**config.mk**
```make
export PLATFORM = sky130hd
export DESIGN_NAME = room_light_ctrl_flat
export DESIGN_NICKNAME = d
export VERILOG_FILES = /design/src/rtl/room_light_pkg.sv /design/src/rtl/room_light_ctrl_if.sv /design/src/rtl/room_light_chan.sv /design/src/rtl/room_light_ctrl.sv /design/src/flat_wrapper.sv
export SDC_FILE = /design/constraint.sdc
export NUM_CORES = 1
export LEC_CHECK = 0
export CAP_MARGIN = 20
export CORE_MARGIN = 3
export CORE_UTILIZATION = 56
export CTS_CLUSTER_DIAMETER = 30
export DETAILED_ROUTE_END_ITERATION = 6
export GPL_TIMING_DRIVEN = 1
export HOLD_SLACK_MARGIN = 0.02
export PLACE_DENSITY = 0.89
export SYNTH_ARGS = -nofsm -noshare
export SYNTH_HDL_FRONTEND = slang
export SYNTH_HIERARCHICAL = 1
export SYNTH_SLANG_ARGS = --single-unit
```
**constraint.sdc**
```tcl
create_clock -name clk -period 9.8 [get_ports clk]
set_clock_uncertainty 0.05 [all_clocks]
set_input_delay 1.96 -clock clk [delete_from_list [all_inputs] [get_ports clk]]
set_output_delay 1.96 -clock clk [all_outputs]
set_load 0.01 [all_outputs]
```
**src/rtl/room_light_pkg.sv**
```systemverilog
// Shared types and helpers for the room lighting controller.
// Channel state encoding, count-width helper and a 16-bit popcount.
package room_light_pkg;

   typedef enum logic [1:0] {
      OFF  = 2'd0,
      OCC  = 2'd1,
      HOLD = 2'd2
   } state_e;

   localparam int MAX_ROOMS = 16;

   function automatic int cw(input int n_rooms);
      return $clog2(n_rooms + 1);
   endfunction

   function automatic logic [4:0] popcount(input logic [MAX_ROOMS-1:0] v);
      logic [4:0] sum;
      sum = '0;
      for (int i = 0; i < MAX_ROOMS; i++) begin
         sum = sum + 5'(v[i]);
      end
      return sum;
   endfunction

endpackage

```
**src/rtl/room_light_ctrl_if.sv**
```systemverilog
// Sensor/override inputs and lamp/timer outputs of the lighting controller.
// master drives the sensors, slave is the controller side.
interface room_light_ctrl_if
   import room_light_pkg::*;
#(
   parameter int N_ROOMS = 8,
   parameter int CNT_W   = 4
);
   localparam int CW = cw(N_ROOMS);

   logic [N_ROOMS-1:0]       rooms;
   logic [N_ROOMS-1:0]       force_on;
   logic [CW-1:0]            count;
   logic [N_ROOMS*CNT_W-1:0] countdown;
   logic [N_ROOMS-1:0]       lightson;
   logic [N_ROOMS-1:0]       warn;

   modport master (
      output rooms, force_on,
      input  count, countdown, lightson, warn
   );

   modport slave (
      input  rooms, force_on,
      output count, countdown, lightson, warn
   );
endinterface

```
**src/rtl/room_light_chan.sv**
```systemverilog
// One room's hold-timer FSM (OFF / OCC / HOLD) with registered lamp enable.
// The pre-off warning flag is built only when ROOM_LIGHT_WARN_EN is defined.
module room_light_chan
   import room_light_pkg::*;
#(
   parameter int CNT_W    = 4,
   parameter int HOLD_LOW = 10
`ifdef ROOM_LIGHT_WARN_EN
   ,
   parameter int WARN_LVL = 2
`endif
) (
   input  logic             clk,
   input  logic             rst,
   input  logic             occupied_i,
   input  logic             force_i,
   input  logic             tick_i,
   input  logic [CNT_W-1:0] hold_i,
   output logic [CNT_W-1:0] countdown_o,
   output logic             light_o,
   output logic             warn_o
);

   state_e           state_q, state_d;
   logic [CNT_W-1:0] cnt_q, cnt_d;

   always_comb begin
      // NOTE: defaults first so every path assigns the next state; otherwise a latch is inferred.
      cnt_d   = cnt_q;
      state_d = state_q;
      if (occupied_i) begin
         cnt_d   = hold_i;
         state_d = OCC;
      end else if (force_i) begin
         cnt_d   = CNT_W'(HOLD_LOW);
         state_d = OCC;
      end else if (cnt_q != '0) begin
         state_d = HOLD;
         if (tick_i) begin
            cnt_d = cnt_q - CNT_W'(1);
            if (cnt_d == '0) state_d = OFF;
         end
      end else begin
         state_d = OFF;
      end
   end

   // NOTE: sequential state uses non-blocking assignments so all registers update together.
   always_ff @(posedge clk) begin
      if (rst) begin
         cnt_q   <= '0;
         state_q <= OFF;
      end else begin
         cnt_q   <= cnt_d;
         state_q <= state_d;
      end
   end

   // Every non-OFF state carries a non-zero timer, so the state doubles as the lamp register.
   assign countdown_o = cnt_q;
   assign light_o     = (state_q != OFF);

`ifdef ROOM_LIGHT_WARN_EN
   logic warn_q;

   always_ff @(posedge clk) begin
      if (rst) warn_q <= 1'b0;
      else     warn_q <= (state_d == HOLD) && (cnt_d != '0) && (int'(cnt_d) <= WARN_LVL);
   end

   assign warn_o = warn_q;
`else
   assign warn_o = 1'b0;
`endif

endmodule

```
**src/rtl/room_light_ctrl.sv**
```systemverilog
// N-room occupancy lighting controller: popcount, busy/quiet hold select, prescaler.
// Optional pre-off warning is enabled with ROOM_LIGHT_WARN_EN.
module room_light_ctrl
   import room_light_pkg::*;
#(
   parameter int N_ROOMS     = 8,
   parameter int CNT_W       = 4,
   parameter int HOLD_LOW    = 10,
   parameter int HOLD_HIGH   = 5,
   parameter int BUSY_THRESH = 6,
   parameter int TICK_DIV    = 1,
   parameter int WARN_LVL    = 2
) (
   input logic            clk,
   input logic            rst,
   room_light_ctrl_if.slave lc
);

   localparam int CW    = cw(N_ROOMS);
   localparam int PRE_W = (TICK_DIV > 1) ? $clog2(TICK_DIV) : 1;

   if (N_ROOMS < 1 || N_ROOMS > MAX_ROOMS) begin : g_bad_rooms
      $fatal(1, "room_light_ctrl: N_ROOMS must be 1..16");
   end
   if (HOLD_LOW < 1 || HOLD_LOW > (2**CNT_W - 1)) begin : g_bad_low
      $fatal(1, "room_light_ctrl: HOLD_LOW out of range");
   end
   if (HOLD_HIGH < 1 || HOLD_HIGH > (2**CNT_W - 1)) begin : g_bad_high
      $fatal(1, "room_light_ctrl: HOLD_HIGH out of range");
   end
   if (TICK_DIV < 1) begin : g_bad_div
      $fatal(1, "room_light_ctrl: TICK_DIV must be at least 1");
   end
   if (WARN_LVL < 0) begin : g_bad_warn
      $fatal(1, "room_light_ctrl: WARN_LVL must not be negative");
   end

   logic [MAX_ROOMS-1:0] rooms_ext;
   logic [CW-1:0]        occ, count_q;
   logic                 busy, tick;
   logic [CNT_W-1:0]     hold;
   logic [PRE_W-1:0]     pre_q, pre_d;

   assign rooms_ext = MAX_ROOMS'(lc.rooms);
   assign occ       = CW'(popcount(rooms_ext));
   assign busy      = (int'(occ) >= BUSY_THRESH);
   assign hold      = busy ? CNT_W'(HOLD_HIGH) : CNT_W'(HOLD_LOW);

   // With TICK_DIV=1 the compare is against 0 and pre_q never leaves 0.
   assign tick  = (pre_q == PRE_W'(TICK_DIV - 1));
   assign pre_d = tick ? '0 : pre_q + PRE_W'(1);

   always_ff @(posedge clk) begin
      if (rst) begin
         count_q <= '0;
         pre_q   <= '0;
      end else begin
         count_q <= occ;
         pre_q   <= pre_d;
      end
   end

   assign lc.count = count_q;

   for (genvar i = 0; i < N_ROOMS; i++) begin : g_chan
      room_light_chan #(
         .CNT_W    (CNT_W),
         .HOLD_LOW (HOLD_LOW)
`ifdef ROOM_LIGHT_WARN_EN
         ,
         .WARN_LVL (WARN_LVL)
`endif
      ) u_chan (
         .clk         (clk),
         .rst         (rst),
         .occupied_i  (lc.rooms[i]),
         .force_i     (lc.force_on[i]),
         .tick_i      (tick),
         .hold_i      (hold),
         .countdown_o (lc.countdown[i*CNT_W +: CNT_W]),
         .light_o     (lc.lightson[i]),
         .warn_o      (lc.warn[i])
      );
   end

endmodule

```
**src/flat_wrapper.sv**
```systemverilog
// flat-port wrapper written by rule: the top's interface ports become plain ports
module room_light_ctrl_flat import room_light_pkg::*;
#(
   parameter int N_ROOMS     = 8,
   parameter int CNT_W       = 4,
   parameter int HOLD_LOW    = 10,
   parameter int HOLD_HIGH   = 5,
   parameter int BUSY_THRESH = 6,
   parameter int TICK_DIV    = 1,
   parameter int WARN_LVL    = 2
)
  (clk, rst, lc_rooms, lc_force_on, lc_count, lc_countdown, lc_lightson, lc_warn);
  room_light_ctrl_if #(.N_ROOMS(N_ROOMS), .CNT_W(CNT_W)) lc_i ();
  input logic clk;
  input logic rst;
  input wire logic [$bits(lc_i.rooms)-1:0] lc_rooms;
  input wire logic [$bits(lc_i.force_on)-1:0] lc_force_on;
  output wire logic [$bits(lc_i.count)-1:0] lc_count;
  output wire logic [$bits(lc_i.countdown)-1:0] lc_countdown;
  output wire logic [$bits(lc_i.lightson)-1:0] lc_lightson;
  output wire logic [$bits(lc_i.warn)-1:0] lc_warn;
  assign lc_i.rooms = lc_rooms;
  assign lc_i.force_on = lc_force_on;
  assign lc_count = lc_i.count;
  assign lc_countdown = lc_i.countdown;
  assign lc_lightson = lc_i.lightson;
  assign lc_warn = lc_i.warn;
  room_light_ctrl #(.N_ROOMS(N_ROOMS), .CNT_W(CNT_W), .HOLD_LOW(HOLD_LOW), .HOLD_HIGH(HOLD_HIGH), .BUSY_THRESH(BUSY_THRESH), .TICK_DIV(TICK_DIV), .WARN_LVL(WARN_LVL)) u_core (.clk(clk), .rst(rst), .lc(lc_i));
endmodule
```
==> metrics.csv <==
stage;metric;value;unit
worst_setup_path;worstPathRequired;9990;ps
yosys;ys_async_sr_fraction;0;%
power_and_ir_drop;clkPwrFrac;15.9;%
layout;diodes;0;
grt;overflow;0;
worst_setup_path;r2r_end;u_core/g_chan[2].u_chan/countdown_o[3];
layout;final_cells;554;
layout;area_delta_synth_final;21.0;%
layout;nets;520;
yosys;synthTopCellsByArea;dfxtp_1 30%, ha_1 6.7%, inv_1 6.4%;
floorplan;die_y;85.4;µm
yosys;synth_top_area_share;30.1;%
power_and_ir_drop;p_sw_share;38.9;%
yosys;synthesis.area;3530;µm²
worst_setup_path;r2r_setup_slack;7770;ps
yosys;avgSynthCellArea;8.46;µm²
floorplan;ios;70;
clocking;post_cts_buffers;0;
clocking;htreeDepth;2;
detailed_routing;ant_nets;0;
layout;final_cell_mix;60 x clkdlybuf4s50_1, 59 x inv_1, 53 x dfxtp_1;
power_and_ir_drop;power.density;183;nW/µm²
clocking;cts_tree;built;
clocking;path_clk_slew;90;ps
sta;holdWs;526;ps
hold_path;min_path_cells;2;
grt;grt_max_degree;65;
layout;final_common_cell;clkdlybuf4s50_1;
power_and_ir_drop;p_leak;1.72;nW
detailed_routing;vias;3418;
placed_design;preCtsSetupSlack;3660;ps
power_and_ir_drop;ir_worst_vdd;0.0982;mV
worst_setup_path;end_kind;flip-flop;
layout;fin_util;70.8;%
placed_design;hpwl;5920;µm
detailed_routing;wl_per_cell;15.2;µm
sta;setup_viol;0;
power_and_ir_drop;internal_power;477;µW
yosys;ys_types;34;
yosys;synth_edf_count;0;
clocking;worstSkewPairLatency;310;ps
sta;rsz0062_at_grt;no;
yosys;yosysWarnings;6;
grt;grt_pass1_wl;14400;µm
yosys;ys_ff_latch;53;
clocking;post_cts_resize_count;0;
sta;tightest_slew;1100;ps
grt;grt_pass1_vias;3178;
floorplan;coreArea;6030;µm²
clocking;cts_root_buf;clkbuf_8;
power_and_ir_drop;combPwrFrac;45.1;%
worst_setup_path;rr_startpoint;u_core/pre_q;
yosys;syn_inst;417;
worst_setup_path;cp_max_fo;16;
sta;slew_violations;0;
detailed_routing;drc;0;
clocking;cts_max_path_buffers;2;
worst_setup_path;reg2regPathDepth;4;
floorplan;rows;28;
sta;finalSetupTns;0;ps
sta;hold_viol_final;0;
power_and_ir_drop;p_switching;304;µW
detailed_routing;dr.pass1.iters;4;
yosys;synth_ff_type;dfxtp_1;
power_and_ir_drop;seqPwrFrac;39.0;%
placed_design;postPlaceCellArea;4180;µm²
layout;fin_area;4270;µm²
hold_path;min_path_type;flip-flop to flip-flop;
clocking;cts_hold_buf;0;
run;drv_cap;0;
grt;grt_usage;23.4;%
sta;relSlewSlack;26.5;%
sta;max_freq;172;MHz
floorplan;start_util;58.5;%
hold_path;holdPathEnd;u_core/g_chan[1].u_chan/countdown_o[1];
clocking;cts_buffers;5;
worst_setup_path;start_kind;primary input;
sta;setup_ws;3970;ps
detailed_routing;wl;8410;µm
detailed_routing;drtIter0Drc;128;
placed_design;numPortBuffers;61;
grt;antenna_found_initial;0;
hold_path;worstHoldStart;u_core/g_chan[1].u_chan/countdown_o[1];
layout;layout-drive-gt1-share;7.10;%
yosys;seq_area_frac_synth;30.1;%
yosys;synth_nets;458;
sta;layout_min_cycle_time;5830;ps
floorplan;dieArea;7290;µm²
power_and_ir_drop;total_power;782;µW
placed_design;gp_congestion;0.848;
yosys;synth_top_area_cell;dfxtp_1;
clocking;cts_sinks;53;
worst_setup_path;arrival;6020;ps
floorplan;die_x;85.4;µm
run_status;outcome;finished clean;
detailed_routing;drt-vias-per-instance;6.17;
worst_setup_path;path_class;primary input to flip-flop;
placed_design;dp_cells;547;
sta;min_period_over_period;59.5;%
critical path, cell delays in order:
cell and delay (ps):
clkdlybuf4s50_1 570, fa_1 590, inv_1 50, fa_1 490
fa_1 420, inv_1 70, ha_1 150, inv_1 50
fa_1 370, xor2_1 250, o22a_1 530, nand2b_1 200
nand4b_1 120, a31oi_1 210
how the worst max path moves through the flow:
stage	from	to	cells after the start
after floorplan	lc_rooms[0]	u_core/g_chan[0].u_chan/countdown_o[2]	12
after global placement	lc_rooms[0]	u_core/g_chan[5].u_chan/countdown_o[1]	14
after detailed placement	lc_rooms[1]	u_core/g_chan[5].u_chan/countdown_o[1]	14
after CTS	lc_rooms[0]	u_core/g_chan[5].u_chan/countdown_o[1]	14
after global routing	lc_rooms[0]	u_core/g_chan[5].u_chan/countdown_o[1]	14
final	lc_rooms[0]	u_core/g_chan[5].u_chan/countdown_o[1]	14
final cells by class:
cell class                 count  area (µm²)
timing repair buffer          63         621
inverter                      60         225
tap                           75        93.8
fill                         485        1760
multi-input combinational    296        2180
sequential                    53        1060
clock buffer                   7        86.3
layer usage:
| layer | GRT usage (%) | vias up | wire [µm] |
|---|---|---|---|
| li1 | - | 1650 | - |
| met1 | 30.5 | 1624 | 3610 |
| met2 | 38.3 | 125 | 4110 |
| met3 | 4.37 | 19 | 539 |
| met4 | 8.63 | 0 | 146 |
| met5 | 0 | - | 0 |
cell usage after synthesis (4+ instances only):
library cell and n:
inv_1 60, dfxtp_1 53, nor2_1 42, nand2_1 24, o211ai_1 24, ha_1 19, a211oi_1 16, conb_1 9
nor3_1 9, a2111oi_2 8, a221oi_1 8, a31oi_1 8, and3_1 8, buf_4 8, mux2i_1 8, nand2b_1 8
nand4_1 8, nand4b_1 8, nor3b_1 8, nor4b_1 8, nor4b_2 8, o2111ai_1 8, o21ai_0 8, o311ai_0 8
or2_2 8, or3_1 8, or3b_1 8, or4_1 8, fa_1 4
sequential cells by signal (all words and copies together), names as in the netlist:
name / flops
u_core/pre_q: 1
u_core/lc.count: 4
u_core/g_chan.u_chan/countdown_o: 32
u_core/g_chan.u_chan/state_q: 16
kinds of logic after synthesis:
group                      synth area share, %
and+or+nand+nor                           28.3
AOI/OAI and AO/OA                         21.0
buffers and inverters                     8.09
DFF                                       30.1
adders and majority gates                 9.01
other                                    0.958
muxes                                     2.27
xor gates and xnor gates                 0.248
power by group through the flow:
stage / Combinational [mW] / Clock (mW) / Sequential (mW)
global placement: 0.333 / 0 / 0.306
floorplan: 0.207 / 0 / 0.309
global route: 0.389 / 0.137 / 0.313
detailed placement: 0.348 / 0 / 0.309
finish: 0.353 / 0.124 / 0.305
CTS: 0.351 / 0.127 / 0.304
(Power assumes the default switching activity.)
